`src/rtl/delay_line.sv`:
```
// delay_line: runtime-programmable W-bit delay line with per-sample valid tags.
// A shift register of DEPTH stages is tapped at stage (delay_cur-1). Stall via
// en, synchronous clear via flush, and a reload that clears the line so samples
// captured under the old delay never reach the output.
module delay_line #(
   parameter int W             = 8,
   parameter int DEPTH         = 16,
   parameter int DEFAULT_DELAY = 1,
   localparam int DW           = $clog2(DEPTH + 1)
) (
   input  logic          clk,
   input  logic          reset,
   input  logic          en,
   input  logic          flush,
   input  logic          load,
   input  logic [DW-1:0] delay_sel,
   input  logic          valid_in,
   input  logic [W-1:0]  D,
   output logic [W-1:0]  Q,
   output logic          valid_out,
   output logic [DW-1:0] delay_cur
);

   logic [W-1:0]     data_q [DEPTH];
   logic [DEPTH-1:0] valid_q;
   logic [DW-1:0]    delay_q;
   logic [DW-1:0]    delay_d;
   logic [W-1:0]     tap_data;
   logic             tap_valid;

   // Requested delay limited to 1..DEPTH; zero would address a non-existent stage.
   always_comb begin
      delay_d = delay_sel;
      if (delay_sel == '0) begin
         delay_d = DW'(1);
      end else if (delay_sel > DW'(DEPTH)) begin
         delay_d = DW'(DEPTH);
      end
   end

   // Stage shift register and delay register; flush/load clear beats shifting.
   always_ff @(posedge clk or posedge reset) begin
      if (reset) begin
         for (int k = 0; k < DEPTH; k++) begin
            data_q[k] <= '0;
         end
         valid_q <= '0;
         delay_q <= DW'(DEFAULT_DELAY);
      end else begin
         if (flush || load) begin
            for (int k = 0; k < DEPTH; k++) begin
               data_q[k] <= '0;
            end
            valid_q <= '0;
         end else if (en) begin
            valid_q   <= {valid_q[DEPTH-2:0], valid_in};
            data_q[0] <= valid_in ? D : '0;
            for (int k = 1; k < DEPTH; k++) begin
               data_q[k] <= data_q[k-1];
            end
         end
         if (load) begin
            delay_q <= delay_d;
         end
      end
   end

   // Output tap: select stage delay_q-1 from registers only.
   always_comb begin
      tap_data  = '0;
      tap_valid = 1'b0;
      for (int k = 0; k < DEPTH; k++) begin
         if (delay_q == DW'(k + 1)) begin
            tap_data  = data_q[k];
            tap_valid = valid_q[k];
         end
      end
   end

   assign valid_out = tap_valid;
   assign Q         = tap_valid ? tap_data : '0;
   assign delay_cur = delay_q;

endmodule

```
`config.mk`:
```
export PLATFORM = sky130hd
export DESIGN_NAME = delay_line
export DESIGN_NICKNAME = d
export VERILOG_FILES = /design/src/rtl/delay_line.sv
export SDC_FILE = /design/constraint.sdc
export NUM_CORES = 1
export LEC_CHECK = 0
export CORE_UTILIZATION = 40
export CTS_CLUSTER_SIZE = 8
export DETAILED_ROUTE_END_ITERATION = 8
export PLACE_DENSITY = 0.54
export SYNTH_ARGS = -nofsm -noshare
export SYNTH_HDL_FRONTEND = slang
export SYNTH_SLANG_ARGS = --single-unit
```
`constraint.sdc`:
```
create_clock -name clk -period 8 [get_ports clk]
set_input_delay 1.6 -clock clk [delete_from_list [all_inputs] [get_ports clk]]
set_output_delay 1.6 -clock clk [all_outputs]
set_load 0.01 [all_outputs]
```
**After elaboration in Yosys (flattened, before gate mapping)**

Index checks and enable logic that the tools add are counted.

- Order comparisons: 1
- Equality and inequality tests: 16
- Multiplexer cells: 40
- Reduce and logical (&&, ||, !) cells: 3

Operator list:

| kind | count |
|---|---|
| two-way mux 128 bit | 2 |
| two-way mux 8 bit | 18 |
| == test 5 x 4 -> 1 bit (second input constant) | 8 |
| two-way mux 16 bit | 2 |
| == test 5 x 3 -> 1 bit (second input constant) | 4 |
| two-way mux 1 bit | 16 |
| == test 5 x 2 -> 1 bit (second input constant) | 2 |
| two-way mux 5 bit | 2 |
| == test 5 x 1 -> 1 bit (second input constant) | 1 |
| == test 5 bit (second input constant) | 1 |
| > comparator 5 bit (second input constant) | 1 |
| zero test 5 bit | 1 |
| nonzero test 2 bit | 1 |
| logical OR 1 bit | 1 |

- Register bits: 149
- Input bits: 19
- Output and inout bits: 14

**Depth between registers and ports, before layout**

Gate-level depths: netlist of run 1.

- Depth after elaboration: 18
- Mapped depth: 9

**Worst setup path before layout of run 1**

Ideal clock, no wire load.

- Path kind: flip-flop to output port
- Start: register delay_q[0], in the netlist delay_cur[0]
- End: output port Q[6]
- Arrival: 1,997 ps
- Required time: 6,400 ps
- Setup slack: 4,403 ps
- Cell stages (with the launch flop): 8
- Path through: dfstp_2 -> buf_2 -> buf_2 -> buf_2 -> a21oi_1 -> o211ai_1 -> o21ai_2 -> nor4_1

- Longest elaborated chain between the ends: 18
- Elaborated cells on any way between the ends: 49
- Classes of those cells: 16 x eq/ne; 33 x mux

Ends and longest elaborated chain:

| element | RTL line | source |
|---|---|---|
| start: declaration | 26 | `logic [DW-1:0] delay_q;` |
| start signal: assignment | 48 | `delay_q <= DW'(DEFAULT_DELAY);` |
| start signal: assignment | 63 | `delay_q <= delay_d;` |
| == test 5 x 1 -> 1 bit | 73 | `if (delay_q == DW'(k + 1)) begin` |
| two-way mux 8 bit or two-way mux 1 bit (tied branches) (16 in a row) | 73 |  |
| two-way mux 8 bit (*) | 81 | `assign Q = tap_valid ? tap_data : '0;` |
| end: declaration | 19 | `output logic [W-1:0] Q,` |

Mark *: on every way between the ends. The rest lies on a longest branch, timed or not.

**Final worst setup path of run 1**

Same ends and word-level chain as after synthesis.

==> results of run 1 <==
[final cells by class]
cell class                      count  area (um^2)  area share [%]
Inverter                           10         42.5           0.489
Tap cell                          260          325            3.74
Multi-Input combinational cell    549         3670            42.2
Timing Repair Buffer               38          369            4.25
Sequential cell                   149         3730            42.9
Clock inverter                     13          125            1.44
Clock buffer                       19          433            4.98
[worst min-delay path: cells and delay by family, from the launching register on]
| kind | cells | cell delay, ns |
|---|---|---|
| mux | 1 | 0.07 |
| flops | 1 | 0.34 |
| simple gates | 1 | 0.08 |
[routing by layer]
layer	GRT usage [%]	vias to the layer above
met5	0	-
met2	31.6	156
li1	-	2713
met1	30.9	2944
met3	5.03	32
met4	6.64	0
[Yosys cell counts, types with 3 or more instances]
cell	number
inv_1	8
clkbuf_1	26
a22oi_1	6
nor4_1	4
nor3_1	15
a21oi_1	38
nor2b_1	7
dfrtp_1	148
mux2i_1	148
buf_4	3
nand3_1	19
o211ai_1	7
nand2b_1	11
buf_2	15
nor2_1	156
buf_6	5
o22ai_1	13
mux2_2	7
nand2_1	23
mux4_2	3
a31oi_1	4
o21ai_0	32
or3_1	3
a221oi_1	4
buf_1	13
[cells in the final DEF (no fill, tap or decap), drive strengths merged, types with 3 or more instances in the layout]
master	instances
buf	6
a22oi	6
clkdlybuf4s50	31
o211ai	7
nand3	19
mux2	7
nor2b	7
nand2b	11
o21ai	36
nor4	4
mux2i	148
a21boi	3
dfrtp	148
mux4	3
clkinvlp	8
nand2	23
nor3b	3
a31oi	4
inv	12
nor2	158
nor3	15
nand3b	3
or3	3
a21oi	38
clkbuf	20
a221oi	5
o22ai	13
[per-stage QoR]
| step | power [mW] | hold slack (ns) |
|---|---|---|
| 6_report | 1.71 | 0.532 |
| 4_1_cts | 1.73 | 0.539 |
| 2_1_floorplan | 0.908 | 0.487 |
| 3_5_place_dp | 0.956 | 0.521 |
| 5_1_grt | 1.77 | 0.559 |
| 3_3_place_gp | 0.955 | 0.508 |
[cells by family after synthesis]
family / share of synthesized area, %
multiplexers: 21.1
AND/OR/NAND/NOR: 16.0
buffers and inverters: 4.37
AO/OA/AOI/OAI: 10.3
flip-flops: 48.2
[sequential cells by signal, indices dropped and copies added (netlist names)]
| name | count |
|---|---|
| data_q | 128 |
| valid_q | 16 |
| delay_cur | 5 |
[worst min path at each step]
| stage | start | to | slack, ns | cells past startpoint |
|---|---|---|---|---|
| after detailed placement | data_q[0]$_DFFE_PP0P_ | data_q[0]$_DFFE_PP0P_ | 0.52 | 2 |
| after global placement | data_q[6]$_DFFE_PP0P_ | data_q[6]$_DFFE_PP0P_ | 0.51 | 2 |
| after global routing | data_q[6]$_DFFE_PP0P_ | data_q[6]$_DFFE_PP0P_ | 0.56 | 2 |
| final | data_q[2]$_DFFE_PP0P_ | data_q[2]$_DFFE_PP0P_ | 0.53 | 2 |
| after floorplan | data_q[5]$_DFFE_PP0P_ | data_q[5]$_DFFE_PP0P_ | 0.49 | 2 |
| after CTS | data_q[0]$_DFFE_PP0P_ | data_q[0]$_DFFE_PP0P_ | 0.54 | 2 |
[where the power goes]
part / internal [mW] / leakage [nW] / switching (mW) / total (mW)
clock: 0.431 / 0.245 / 0.334 / 0.765
combinational: 0.0607 / 1.50 / 0.108 / 0.169
sequential: 0.757 / 2.07 / 0.0175 / 0.774
==> impl_metrics.yaml, run 1 <==
outcome:
  status: "complete, no violations"
placed_design:
  portBuffers: 32
  gp_congestion: 0.889
  dp_slack_ns: 3.06
  dp_hpwl_um: 13200
  place_area_mm2: 0.00814
  dpl.cell_count: 1006
clock_tree:
  ctsHoldBuffers: 0
  post_cts_buffers: 0
  cts.htree.levels: 4
  clock-sinks: 149
  cts-root-buf: "clkbuf_16"
  cts_buffers: 17
  post_cts_resized: 0
  cts_tree: "done"
  clkLatencyLatePin_ns: 0.43
  path_clk_slew_ns: 0.06
  clk_path_buf_depth: 2
critical_path:
  critPathCapture: "Q[6]"
  crit_fanout: 64
  cp.arrival_ns: 3.87
  crit_type: "flip-flop to primary output"
  crit_start: "delay_cur[0]$_DFFE_PP1P_"
  r2r_start: "delay_cur[0]$_DFFE_PP1P_"
  cp_data_required_time_ns: 6.40
  rr_worst_depth: 3
  path_buf_inv: 3
  crit_family: "buffers and inverters"
  crit_slowest_cell: "clkinv_1"
  timing.rr.end: "delay_cur[0]$_DFFE_PP1P_"
  crit_path_cell_trace: "buf_4 -> clkinv_1 -> o211ai_1 -> a21boi_1 -> o22ai_1 -> a311oi_1 -> nor4_1 -> clkdlybuf4s50_1"
  worstSetupPathDepth: 8
  start_kind: "flip-flop"
  crit_path_max_incr_delay_ns: 0.70
  critical_path.endpoint_type: "primary output"
  regToRegSetupSlack_ns: 5.78
yosys:
  seq_area_frac_synth_pct: 48.2
  synth.distinct_cells: 66
  async_flop_share_pct: 100
  synth.largest_area_cell: "dfrtp_1"
  synth.area.top_cells: "dfrtp_1 (48%), mux2i_1 (19%), nor2_1 (7.6%), a21oi_1 (2.5%), o21ai_0 (2.1%)"
  synth_edf_count: 0
  synth_nets: 789
  ys_seq_elements: 149
  syn-cell-area_mm2: 0.00773
  avgSynthCellArea_um2: 10.0
  yosys_warnings: 0
  synthCells: 770
  synth_top_area_share_pct: 47.9
  ys.flop_type: "dfrtp_1"
run:
  max_cap_violations: 0
floorplan:
  core_area_mm2: 0.0188
  io_pins: 33
  initial_core_util_pct: 41.1
  std_cell_rows: 50
  dieArea_mm2: 0.0199
  die_w_um: 141
  die_y_um: 141
detailed_routing:
  wl_per_cell_um: 19.4
  top_layer: "met4"
  drtAntennaViolNets: 0
  first_iter_violations: 546
  wl_um: 20200
  firstDrtPassIters: 6
  wl_met1_um: 9760
  wl_met2_um: 9070
  drcViolationCount: 0
  route.met3.wl_um: 947
  vias_per_cell: 5.63
  num_vias: 5845
power_and_ir_drop:
  ir_worst_vdd_v: 0.000129
  power_leakage_nw: 3.81
  p_per_area_mw_per_mm2: 197
layout:
  area_growth_pct: 12.4
  nets: 784
  antenna_cells: 0
  drive_gt1_share_pct: 7.97
  stdcell_count: 1038
  fill_cells: 1744
  fin_util_pct: 46.2
  final_cell_area_mm2: 0.00869
sta:
  worst_pin_slew_ns: 1.12
  setup-violations-final: 0
  max_freq_mhz: 183
  report.final.slew_viol_count: 0
  min_period_over_period_pct: 68.4
  finClkSkew_ns: 0.00864
  setup_ws_ns: 2.53
  final.min_clock_period_ns: 5.47
  rsz0062_at_grt: "no"
  finalHoldViolCount: 0
  relSlewSlack_pct: 25.4
  fin_tns_setup_ns: 0
hold_path:
  hold_class: "flip-flop to flip-flop"
global_routing:
  grt_overflow: 0
  grt_max_degree: 90
  grt_pass1_wl_um: 32500
  antenna_found_initial: 0
  grt_usage_pct: 21.4
  grt_pass1_vias: 5735
(Power assumes the default switching activity.)
==> inputs of run 2 (changes only) <==
PLACE_DENSITY = 0.57   (was 0.54)
clock period = 4.6 ns   (was 8 ns; I/O delays follow)
==> run 2 against run 1 <==
Net effect: combinational power increased by 78%; non-clock buffer count increased by 7; flip-flop and latch count unchanged; via count decreased by 1.1%; first-iteration DRC count decreased by 17%; sequential share of layout area decreased by 0.56 points; utilization increased by 0.63 points; total power increased by 76%; clock skew decreased by 0.0039 ns; global-route usage decreased by 0.24 points; cell count increased by 0.48%.
==> impl_metrics.yaml, run 2 (synthesized netlist as in run 1, its figures left out) <==
floorplan:
  initial_core_util_pct: 41.1
  dieArea_mm2: 0.0199
  std_cell_rows: 50
  die_y_um: 141
  die_w_um: 141
  core_area_mm2: 0.0188
  io_pins: 33
power_and_ir_drop:
  ir_worst_vdd_v: 0.000140
  p_comb_share_pct: 10.0
  netSwitchingPower_uw: 745
  p_per_area_mw_per_mm2: 341
  p_clk_share_pct: 45.3
  power_frac_seq_pct: 44.8
  cellInternalPower_mw: 2.26
  power.share.switching_pct: 24.8
  power_leakage_nw: 3.90
  finalPower_mw: 3.01
clock_tree:
  cts_tree: "done"
  ctsHoldBuffers: 0
  cts_buffers: 17
  clock-sinks: 149
  path_clk_slew_ns: 0.06
  cts-root-buf: "clkbuf_16"
  clk_path_buf_depth: 2
  clkLatencyLatePin_ns: 0.42
  cts.htree.levels: 4
critical_path:
  cp_common_cell: "o21ai_2"
  crit_type: "flip-flop to primary output"
  crit_fanout: 29
  crit_path_max_incr_delay_ns: 0.91
  start_kind: "flip-flop"
  cp_data_required_time_ns: 3.68
  cp.arrival_ns: 3.40
  critical_path.endpoint_type: "primary output"
  crit_path_cell_trace: "and4bb_1 -> o21ai_2 -> a21boi_0 -> o21ai_1 -> o21ai_2 -> nor4_1 -> clkdlybuf4s50_1"
  crit_slowest_cell: "dfrtp_1"
sta:
  worst_pin_slew_ns: 0.873
  report.final.slew_viol_count: 0
  finalHoldViolCount: 0
  setup_ws_ns: 0.277
  rsz0062_at_grt: "no"
  fin_tns_setup_ns: 0
  finClkSkew_ns: 0.00470
  max_freq_mhz: 231
  setup-violations-final: 0
  relSlewSlack_pct: 41.8
  fin_hold_ws_ns: 0.527
  final.min_clock_period_ns: 4.32
  min_period_over_period_pct: 94.0
layout:
  drive_gt1_share_pct: 8.81
  largest_register_ffs: 128
  nets: 791
  antenna_cells: 0
  final_cell_mix: "nor2_1 (156), mux2i_1 (148), dfrtp_1 (146)"
  stdcell_count: 1043
  area_growth_pct: 14.0
  final_cell_area_mm2: 0.00881
  layout_commonest_cell: "nor2_1"
  largest-register: "data_q"
  fin_util_pct: 46.8
  fill_cells: 1789
detailed_routing:
  route.met3.wl_um: 772
  drtAntennaViolNets: 0
  vias_per_cell: 5.54
  drcViolationCount: 0
  top_layer: "met4"
  first_iter_violations: 451
  wl_met2_um: 8790
  firstDrtPassIters: 5
  wl_per_cell_um: 19.0
  num_vias: 5780
  wl_um: 19800
  wl_met1_um: 10000
outcome:
  status: "complete, no violations"
global_routing:
  grt_pass1_vias: 5646
  grt_max_degree: 82
  grt_usage_pct: 21.1
  grt_pass1_wl_um: 32300
  grt_overflow: 0
  antenna_found_initial: 0
placed_design:
  place_area_mm2: 0.00824
  dp_hpwl_um: 13500
  gp_congestion: 0.878
  dp_slack_ns: 0.705
  portBuffers: 32
  dpl.cell_count: 1013
hold_path:
  hold_class: "flip-flop to flip-flop"
run:
  max_cap_violations: 0
-- run 2: power by group through the flow --
| stage | Combinational (mW) | Clock, mW | Sequential, mW |
|---|---|---|---|
| global placement | 0.300 | 0 | 1.37 |
| floorplan | 0.230 | 0 | 1.35 |
| finish | 0.300 | 1.36 | 1.35 |
| CTS | 0.301 | 1.38 | 1.35 |
| detailed placement | 0.300 | 0 | 1.37 |
| global route | 0.326 | 1.44 | 1.35 |
-- run 2: final cells by class --
class,count,area (um^2),area share [%]
clock buffer,21,470,5.34
timing repair buffer,45,472,5.35
inverter,10,41.3,0.469
sequential,149,3730,42.4
clock inverter,9,104,1.18
tap,260,325,3.69
multi-input combinational,549,3670,41.6
-- run 2: repair_timing --
item | in CTS | in global routing
setup endpoints to repair | 0 | 1
resized for setup | 0 | 1
setup buffers | 0 | 0
hold endpoints to repair | 0 | 0
-- run 2: path summary, 6_finish.rpt --
path                                     startpoint                       end  slack [ns]  cells past startpoint
setup / recovery           delay_cur[2]$_DFFE_PP0P_                      Q[6]        0.28                      7
hold / removal                data_q[2]$_DFFE_PP0P_     data_q[2]$_DFFE_PP0P_        0.53                      2
setup reg to reg           delay_cur[0]$_DFFE_PP1P_  delay_cur[0]$_DFFE_PP1P_        2.99                      3
hold reg to reg               data_q[2]$_DFFE_PP0P_     data_q[2]$_DFFE_PP0P_        0.53                      2
max in group asynchronous                     reset     data_q[7]$_DFFE_PP0P_        2.71                      3
min in group asynchronous                     reset    data_q[54]$_DFFE_PP0P_        0.92                      2
-- run 2: routing by layer --
metal | vias up | track usage, %
met4 | 0 | 4.98
met2 | 126 | 31.6
met3 | 16 | 4.04
li1 | 2711 | -
met1 | 2927 | 31.4
met5 | - | 0
-- run 2: critical path, delay by kind of cell, from the launching register on --
kind	cells	cell delay, ns
DFF	1	0.91
and+or+nand+nor	2	0.89
buffers and inverters	1	0.59
AOI/OAI and AO/OA	4	0.57
